## src/rtl/sweep_counter_ctrl.sv

```systemverilog
// rtl/sweep_counter_ctrl.sv - sweep sequencer owning the W-bit up/down count register
// Optional SWEEP_DWELL_EN: hold one extra cycle at every non-final sweep endpoint.
module sweep_counter_ctrl #(
  parameter int W     = 4,
  parameter int LOOPW = 8
) (
  input  logic             clk,
  input  logic             rst_n,
  input  logic             start,
  input  logic             stop,
  input  logic [1:0]       mode,
  input  logic [W-1:0]     lo,
  input  logic [W-1:0]     hi,
  input  logic [LOOPW-1:0] loops,
  output logic [W-1:0]     count,
  output logic             up_down,
  output logic             busy,
  output logic             done,
  output logic             err,
  output logic [LOOPW-1:0] loop_cnt
);

  typedef enum logic {IDLE, RUN} state_t;

  localparam logic [1:0] M_UP   = 2'd0;
  localparam logic [1:0] M_DOWN = 2'd1;
  localparam logic [1:0] M_RSVD = 2'd3;

`ifdef SWEEP_DWELL_EN
  localparam bit DWELL = 1'b1;
`else
  localparam bit DWELL = 1'b0;
`endif

  state_t           state, state_n;
  logic [1:0]       mode_q, mode_n;
  logic [W-1:0]     lo_q, lo_n, hi_q, hi_n;
  logic [LOOPW-1:0] loops_q, loops_n;
  logic [W-1:0]     count_n;
  logic             up_down_n, done_n, err_n;
  logic [LOOPW-1:0] loop_cnt_n;
  // lo_pend: TRI reached lo on the down leg with sweeps remaining; loop_cnt bumps on leaving it
  logic             lo_pend, lo_pend_n;
  logic             dwell_q, dwell_n;
  logic             last;
  logic [LOOPW-1:0] lc_inc;
  logic [W-1:0]     cnt_up, cnt_dn;

  assign busy = (state == RUN);

  always_comb begin
    state_n    = state;
    mode_n     = mode_q;
    lo_n       = lo_q;
    hi_n       = hi_q;
    loops_n    = loops_q;
    count_n    = count;
    up_down_n  = up_down;
    loop_cnt_n = loop_cnt;
    lo_pend_n  = lo_pend;
    dwell_n    = dwell_q;
    done_n     = 1'b0;
    err_n      = 1'b0;
    lc_inc     = LOOPW'(loop_cnt + 1'b1);
    last       = (loops_q != '0) && (lc_inc == loops_q);
    cnt_up     = W'(count + 1'b1);
    cnt_dn     = W'(count - 1'b1);

    case (state)
      IDLE: begin
        if (!stop && start) begin
          if ((lo >= hi) || (mode == M_RSVD)) begin
            err_n = 1'b1;
          end else begin
            state_n    = RUN;
            mode_n     = mode;
            lo_n       = lo;
            hi_n       = hi;
            loops_n    = loops;
            loop_cnt_n = '0;
            lo_pend_n  = 1'b0;
            dwell_n    = 1'b0;
            count_n    = (mode == M_DOWN) ? hi : lo;
            up_down_n  = (mode != M_DOWN);
          end
        end
      end
      RUN: begin
        if (stop) begin
          state_n = IDLE;
        end else begin
          case (mode_q)
            M_UP: begin
              if (count == hi_q) begin
                if (last) begin
                  state_n    = IDLE;
                  done_n     = 1'b1;
                  loop_cnt_n = lc_inc;
                end else if (DWELL && !dwell_q) begin
                  dwell_n = 1'b1;
                end else begin
                  dwell_n    = 1'b0;
                  loop_cnt_n = lc_inc;
                  count_n    = lo_q;
                end
              end else begin
                count_n = cnt_up;
              end
            end
            M_DOWN: begin
              if (count == lo_q) begin
                if (last) begin
                  state_n    = IDLE;
                  done_n     = 1'b1;
                  loop_cnt_n = lc_inc;
                end else if (DWELL && !dwell_q) begin
                  dwell_n = 1'b1;
                end else begin
                  dwell_n    = 1'b0;
                  loop_cnt_n = lc_inc;
                  count_n    = hi_q;
                end
              end else begin
                count_n = cnt_dn;
              end
            end
            default: begin
              if (up_down) begin
                if (lo_pend && DWELL && !dwell_q) begin
                  dwell_n = 1'b1;
                end else begin
                  if (lo_pend) loop_cnt_n = lc_inc;
                  lo_pend_n = 1'b0;
                  dwell_n   = 1'b0;
                  count_n   = cnt_up;
                  if (cnt_up == hi_q) up_down_n = 1'b0;
                end
              end else if (count == lo_q) begin
                // down leg parked at lo with up_down still 0 means this was the last sweep
                state_n    = IDLE;
                done_n     = 1'b1;
                loop_cnt_n = lc_inc;
              end else if ((count == hi_q) && DWELL && !dwell_q) begin
                dwell_n = 1'b1;
              end else begin
                dwell_n = 1'b0;
                count_n = cnt_dn;
                if ((cnt_dn == lo_q) && !last) begin
                  up_down_n = 1'b1;
                  lo_pend_n = 1'b1;
                end
              end
            end
          endcase
        end
      end
      default: state_n = IDLE;
    endcase
  end

  always_ff @(posedge clk or negedge rst_n) begin
    if (!rst_n) begin
      state    <= IDLE;
      mode_q   <= '0;
      lo_q     <= '0;
      hi_q     <= '0;
      loops_q  <= '0;
      count    <= '0;
      up_down  <= 1'b0;
      done     <= 1'b0;
      err      <= 1'b0;
      loop_cnt <= '0;
      lo_pend  <= 1'b0;
      dwell_q  <= 1'b0;
    end else begin
      state    <= state_n;
      mode_q   <= mode_n;
      lo_q     <= lo_n;
      hi_q     <= hi_n;
      loops_q  <= loops_n;
      count    <= count_n;
      up_down  <= up_down_n;
      done     <= done_n;
      err      <= err_n;
      loop_cnt <= loop_cnt_n;
      lo_pend  <= lo_pend_n;
      dwell_q  <= dwell_n;
    end
  end

endmodule

```

## config.mk

```make
export PLATFORM = sky130hd
export DESIGN_NAME = sweep_counter_ctrl
export DESIGN_NICKNAME = d
export VERILOG_FILES = /design/src/rtl/sweep_counter_ctrl.sv
export SDC_FILE = /design/constraint.sdc
export NUM_CORES = 1
export LEC_CHECK = 0
export CAP_MARGIN = 15
export CORE_MARGIN = 4
export CORE_UTILIZATION = 58
export DETAILED_ROUTE_END_ITERATION = 10
export PLACE_DENSITY_LB_ADDON = 0.05
export SETUP_SLACK_MARGIN = 0.02
export SLEW_MARGIN = 40
export SYNTH_ARGS = -nofsm -noshare
export SYNTH_HDL_FRONTEND = slang
export SYNTH_SLANG_ARGS = --single-unit
```

## constraint.sdc

```tcl
create_clock -name clk -period 5.65 [get_ports clk]
set_input_delay 1.4125 -clock clk [delete_from_list [all_inputs] [get_ports clk]]
set_output_delay 1.4125 -clock clk [all_outputs]
set_load 0.005 [all_outputs]
```

### Word level (Yosys, flattened, before mapping)

Index checks and enable logic that the tools add are counted.

| word-level totals | value |
|---|---|
| bits in registers | 35 |
| latch bits | 0 |
| RAM bits | 0 |
| ROM bits | 0 |
| output and inout bits | 16 |
| logic and storage cells | 110 |
| memories kept | 0 |

| operators by class | value |
|---|---|
| add/subtract/negate cells | 3 |
| multipliers | 0 |
| divide/modulo/power cells | 0 |
| order comparisons | 1 |
| eq/ne operators | 20 |
| shift-type cells | 0 |
| mux-type cells | 59 |
| bitwise operators | 2 |
| reductions and logical operators | 14 |

Operators by type and width:

| operator | count |
|---|---|
| 8-bit two-way mux | 7 |
| 4-bit two-way mux | 10 |
| 1-bit two-way mux | 33 |
| 8-bit case mux with 2 select lines | 2 |
| 4-bit == test | 4 |
| 4-bit case mux with 2 select lines | 2 |
| 6-bit AND reduction | 2 |
| 1-bit case mux with 2 select lines | 5 |
| 8-bit by 1-bit adder with 8-bit output, second input constant | 1 |
| 8-bit == test | 1 |
| 2-bit inequality test, second input constant | 4 |
| 4-bit inequality test, second input constant | 2 |
| 8-bit nonzero test | 1 |
| 3-bit inequality test, second input constant | 2 |
| 5-bit by 2-bit inequality test with 1-bit output, second input constant | 1 |
| 5-bit by 3-bit inequality test with 1-bit output, second input constant | 1 |
| 5-bit AND reduction | 1 |
| 4-bit by 1-bit adder with 4-bit output, second input constant | 1 |
| 2-bit by 1-bit == test with 1-bit output, second input constant | 2 |
| 4-bit >= comparator | 1 |
| 4-bit AND reduction | 1 |
| 4-bit by 1-bit subtractor with 4-bit output, second input constant | 1 |
| 1-bit logical AND | 3 |
| 3-bit by 2-bit inequality test with 1-bit output, second input constant | 1 |
| other kinds (8) | 10 |

### Depth between registers and ports, before layout

| logic depth | value |
|---|---|
| depth after elaboration | 11 |
| mapped depth | 10 |
| gate-level depth less buffers | 9 |

### Worst setup path before layout

OpenSTA, ideal clock, no wires.

| timing path | value |
|---|---|
| path kind | input to register |
| from | input lo[0] |
| to | register hi_q[0] |
| arrival time | 3.425 ns |
| required time | 5.525 ns |
| path slack | 2.100 ns |
| cell stages on the path | 9 |
| path buffers | 2 |
| cells stage by stage | inv_1 > ha_1 > nand2b_1 > a21o_1 > a21o_1 > a211oi_1 > buf_2 > buf_2 > mux2_2 |

| on the way | value |
|---|---|
| cells in the longest elaborated chain, start to end | 4 |

Ends and longest elaborated chain:

| item | line | source |
|---|---|---|
| start: declaration | 12 | `input logic [W-1:0] lo,` |
| 4-bit >= comparator | 72 | `if ((lo >= hi) \|\| (mode == M_RSVD)) begin` |
| 1-bit logical OR | 72 |  |
| 1-bit inverter (no source line) | -- |  |
| 3-bit AND reduction (no source line) | -- |  |
| end signal: assignment | 179 | `hi_q <= hi_n;` |
| end: declaration | 37 | `logic [W-1:0] lo_q, lo_n, hi_q, hi_n;` |

Every way passes these cells.
A chain may end at the register's enable or synchronous reset.

### Final worst setup path

| timing path | value |
|---|---|
| from | input lo[0] |
| to | register count[3] |

| on the way | value |
|---|---|
| cells in the longest elaborated chain, start to end | 4 |

Ends and longest elaborated chain:

| item | line | source |
|---|---|---|
| 4-bit >= comparator | 72 |  |
| 1-bit logical OR | 72 |  |
| 2-bit inequality test (no source line) | -- |  |
| 6-bit AND reduction (no source line) | -- |  |
| end signal: assignment | 181 | `count <= count_n;` |
| end: declaration | 15 | `output logic [W-1:0] count,` |

Every way passes these cells.

==> flow_summary.ini <==
[global_route]
grt_first_pass_wirelength_um = 8390
groute.usage.overall_pct = 20.8
grt_max_degree = 36
antenna_found_initial = 0
grt_pass1_vias = 1712
grt-ovfl-total = 0

[yosys]
yosysMostFrequentCell = dfrtp_1
syn-num-nets = 267
yosysWarnings = 0
synth_edf_count = 0
synthCells = 238
synth_top_area_share_pct = 37.6
synth_cell_types = 50
synth_common_cells = dfrtp_1, xnor2_1, nor2_1, mux2_2, inv_1
synth-seq-cells = 35
ys_seq_area_share_pct = 37.6
async_reset_ff_share_pct = 100
syn_area_um2 = 2330
synthFlopType = dfrtp_1
synth_top_cells_by_area = dfrtp_1, mux2_2, xnor2_1
synth.avg_cell_area_um2 = 9.79
synth_area_leader_cell = dfrtp_1

[sta]
hold_violations = 0
drv_slew = 0
rsz0062_at_grt = no
setup_viol = 0
fin_skew_ns = 0.00526
fmax_mhz = 265
tns_ns = 0
worst_slew_pin_slew_ns = 0.630
relSlewSlack_pct = 57.6
fin_crit_sh_pct = 66.8
fin_crit_ns = 3.77

[final_layout]
post-route-util_pct = 75.5
nNetsFinal = 304
seq_area_um2 = 876
fin_area_um2 = 2850
fillers = 279
num_antenna_cells = 0
drive_gt1_share_pct = 14.1
multi_input_area_um2 = 1380
syn_to_final_growth_pct = 22.2

[clock_tree]
cts_root_buffer = clkbuf_8
post_cts.repair.setup_buffers = 0
cts_tree = built
htree_levels = 2
cts_sinks = 35
hold_buffers = 0
path_clk_slew_ns = 0.06
insertion_delay_ns = 0.28
clockBufferDepth = 2
postCtsResizedCells = 0
cts-buffers-inserted = 5

[place]
dp_hpwl_um = 3970
placed_area_um2 = 2750
gp_congestion = 0.868
port-buffer-count = 37

[power]
power_switching_w = 0.000603
p_comb_share_pct = 51.2
leakage_nw = 1.18
intPower_w = 0.000851
finalPower_w = 0.00145
vdd_drop_max_v = 0.000285
sw_frac_of_total_pct = 41.5
sequentialPowerShare_pct = 35.3
clkPwrFrac_pct = 13.5
powerDensity_nw_per_um2 = 511

[min_path]
worstHoldStart = lo_pend
min_to = lo_pend
whs_path_depth = 2
hold_path_class = register to register

[setup_path]
cp.required_ns = 5.82
crit_arrival_ns = 3.94
critPathMaxStageDelay_ns = 0.47
r2r_start = loop_cnt[0]
critPathKind = input pin to register
reg2reg_setup_slack_ns = 2.91
worst-r2r-cell-count = 7
endpoint_kind = register
worstPathCellList = clkdlybuf4s50_1 -> inv_1 -> ha_1 -> nand2b_1 -> a21o_1 -> a21o_1 -> a211oi_4 -> buf_4 -> a211oi_4 -> mux2_4
start_kind = input pin
r2r_end = count[3]
slowest_stage = clkdlybuf4s50_1
crit_path_max_fanout = 23

[floorplan]
die_h_um = 71.4
die_area_um2 = 5100
initial_utilization_pct = 61.8
coreArea_um2 = 3770
row_count = 22
die_w_um = 71.4
pin_count = 38

[routing]
wl_um = 5190
drtPass1Iterations = 4
ant_nets = 0
routed_via_density = 5.87
drc = 0
wl_per_cell_um = 16.0
drt_iter0_markers = 106
num_vias = 1901

[job]
maxCapViolCount = 0

[outcome]
status = completed
[critical path, delay by kind of cell]
family	cells	cell delay [ns]
simple gates	1	0.14
buf+inv	3	0.90
mux	1	0.31
fa+ha+maj	1	0.27
compound gates	4	0.89
[layer usage]
| layer | part of all wire (%) | vias to the layer above | wire length, µm | global-route usage, % |
|---|---|---|---|---|
| met5 | 0 | - | 0 | 0 |
| met4 | 0.94 | 0 | 49 | 5.64 |
| met3 | 8.1 | 7 | 421 | 4.63 |
| met2 | 44 | 73 | 2300 | 30.1 |
| met1 | 47 | 907 | 2420 | 31.2 |
| li1 | - | 914 | - | - |
[metrics by stage]
stage	hold WS, ns	cells	setup WS (ns)
6_report	0.554	324	1.88
5_1_grt	0.590	324	1.71
4_1_cts	0.542	324	1.86
2_1_floorplan	0.471	238	2.10
3_5_place_dp	0.525	316	1.57
3_3_place_gp	0.509	316	1.62
[worst max path at each step]
stage,cells after the start,slack [ns],from,endpoint
after global routing,11,1.71,lo[0],lo_pend
after floorplan,9,2.10,lo[0],hi_q[0]
final,10,1.88,lo[0],count[3]
after CTS,10,1.86,lo[0],count[3]
after detailed placement,10,1.57,lo[0],count[3]
after global placement,10,1.62,lo[0],count[3]
[area by class of cell]
| cell class | count | share of cell area [%] |
|---|---|---|
| multi-input cells | 182 | 48.5 |
| flip-flops and latches | 35 | 30.8 |
| repair buffers | 39 | 13.5 |
| clock buffers | 8 | 3.51 |
| well taps | 48 | 2.11 |
| inverters | 12 | 1.58 |
[cell usage in the layout, fill, tap and decap left out, types with 5 or more instances in the layout]
cell and instances:
nor4_1 5, nor3_1 9, xor2_1 8, clkbuf_8 7, ha_1 7, clkdlybuf4s50_1 37
nand3_1 5, nand2_1 10, inv_1 12, mux2_2 20, nor2_1 23, xnor2_1 24
mux2i_1 7, a21oi_1 8, dfrtp_1 35, o21ai_0 8
[sequential cells by signal, summed over array words and instances, names as in the netlist]
name      cells
busy          1
count         4
done          1
err           1
hi_q          4
lo_pend       1
lo_q          4
loop_cnt      8
loops_q       8
mode_q        2
up_down       1
[power groups by stage]
stage	logic, W	registers (W)	clock network (W)
after floorplan	0.000593	0.000447	0
after global placement	0.000721	0.000510	0
after detailed placement	0.000738	0.000514	0
after CTS	0.000741	0.000510	0.000199
after global routing	0.000801	0.000533	0.000209
final	0.000745	0.000513	0.000196
[cells by family after synthesis]
logic type / Yosys count / share of synthesized area [%]
compound gates: 43 / 13.1
flops: 35 / 37.6
simple gates: 71 / 15.8
buf+inv: 21 / 3.70
mux: 28 / 13.3
xor+xnor: 33 / 12.7
fa+ha+maj: 7 / 3.76
Power figures use the tool's default switching activity.
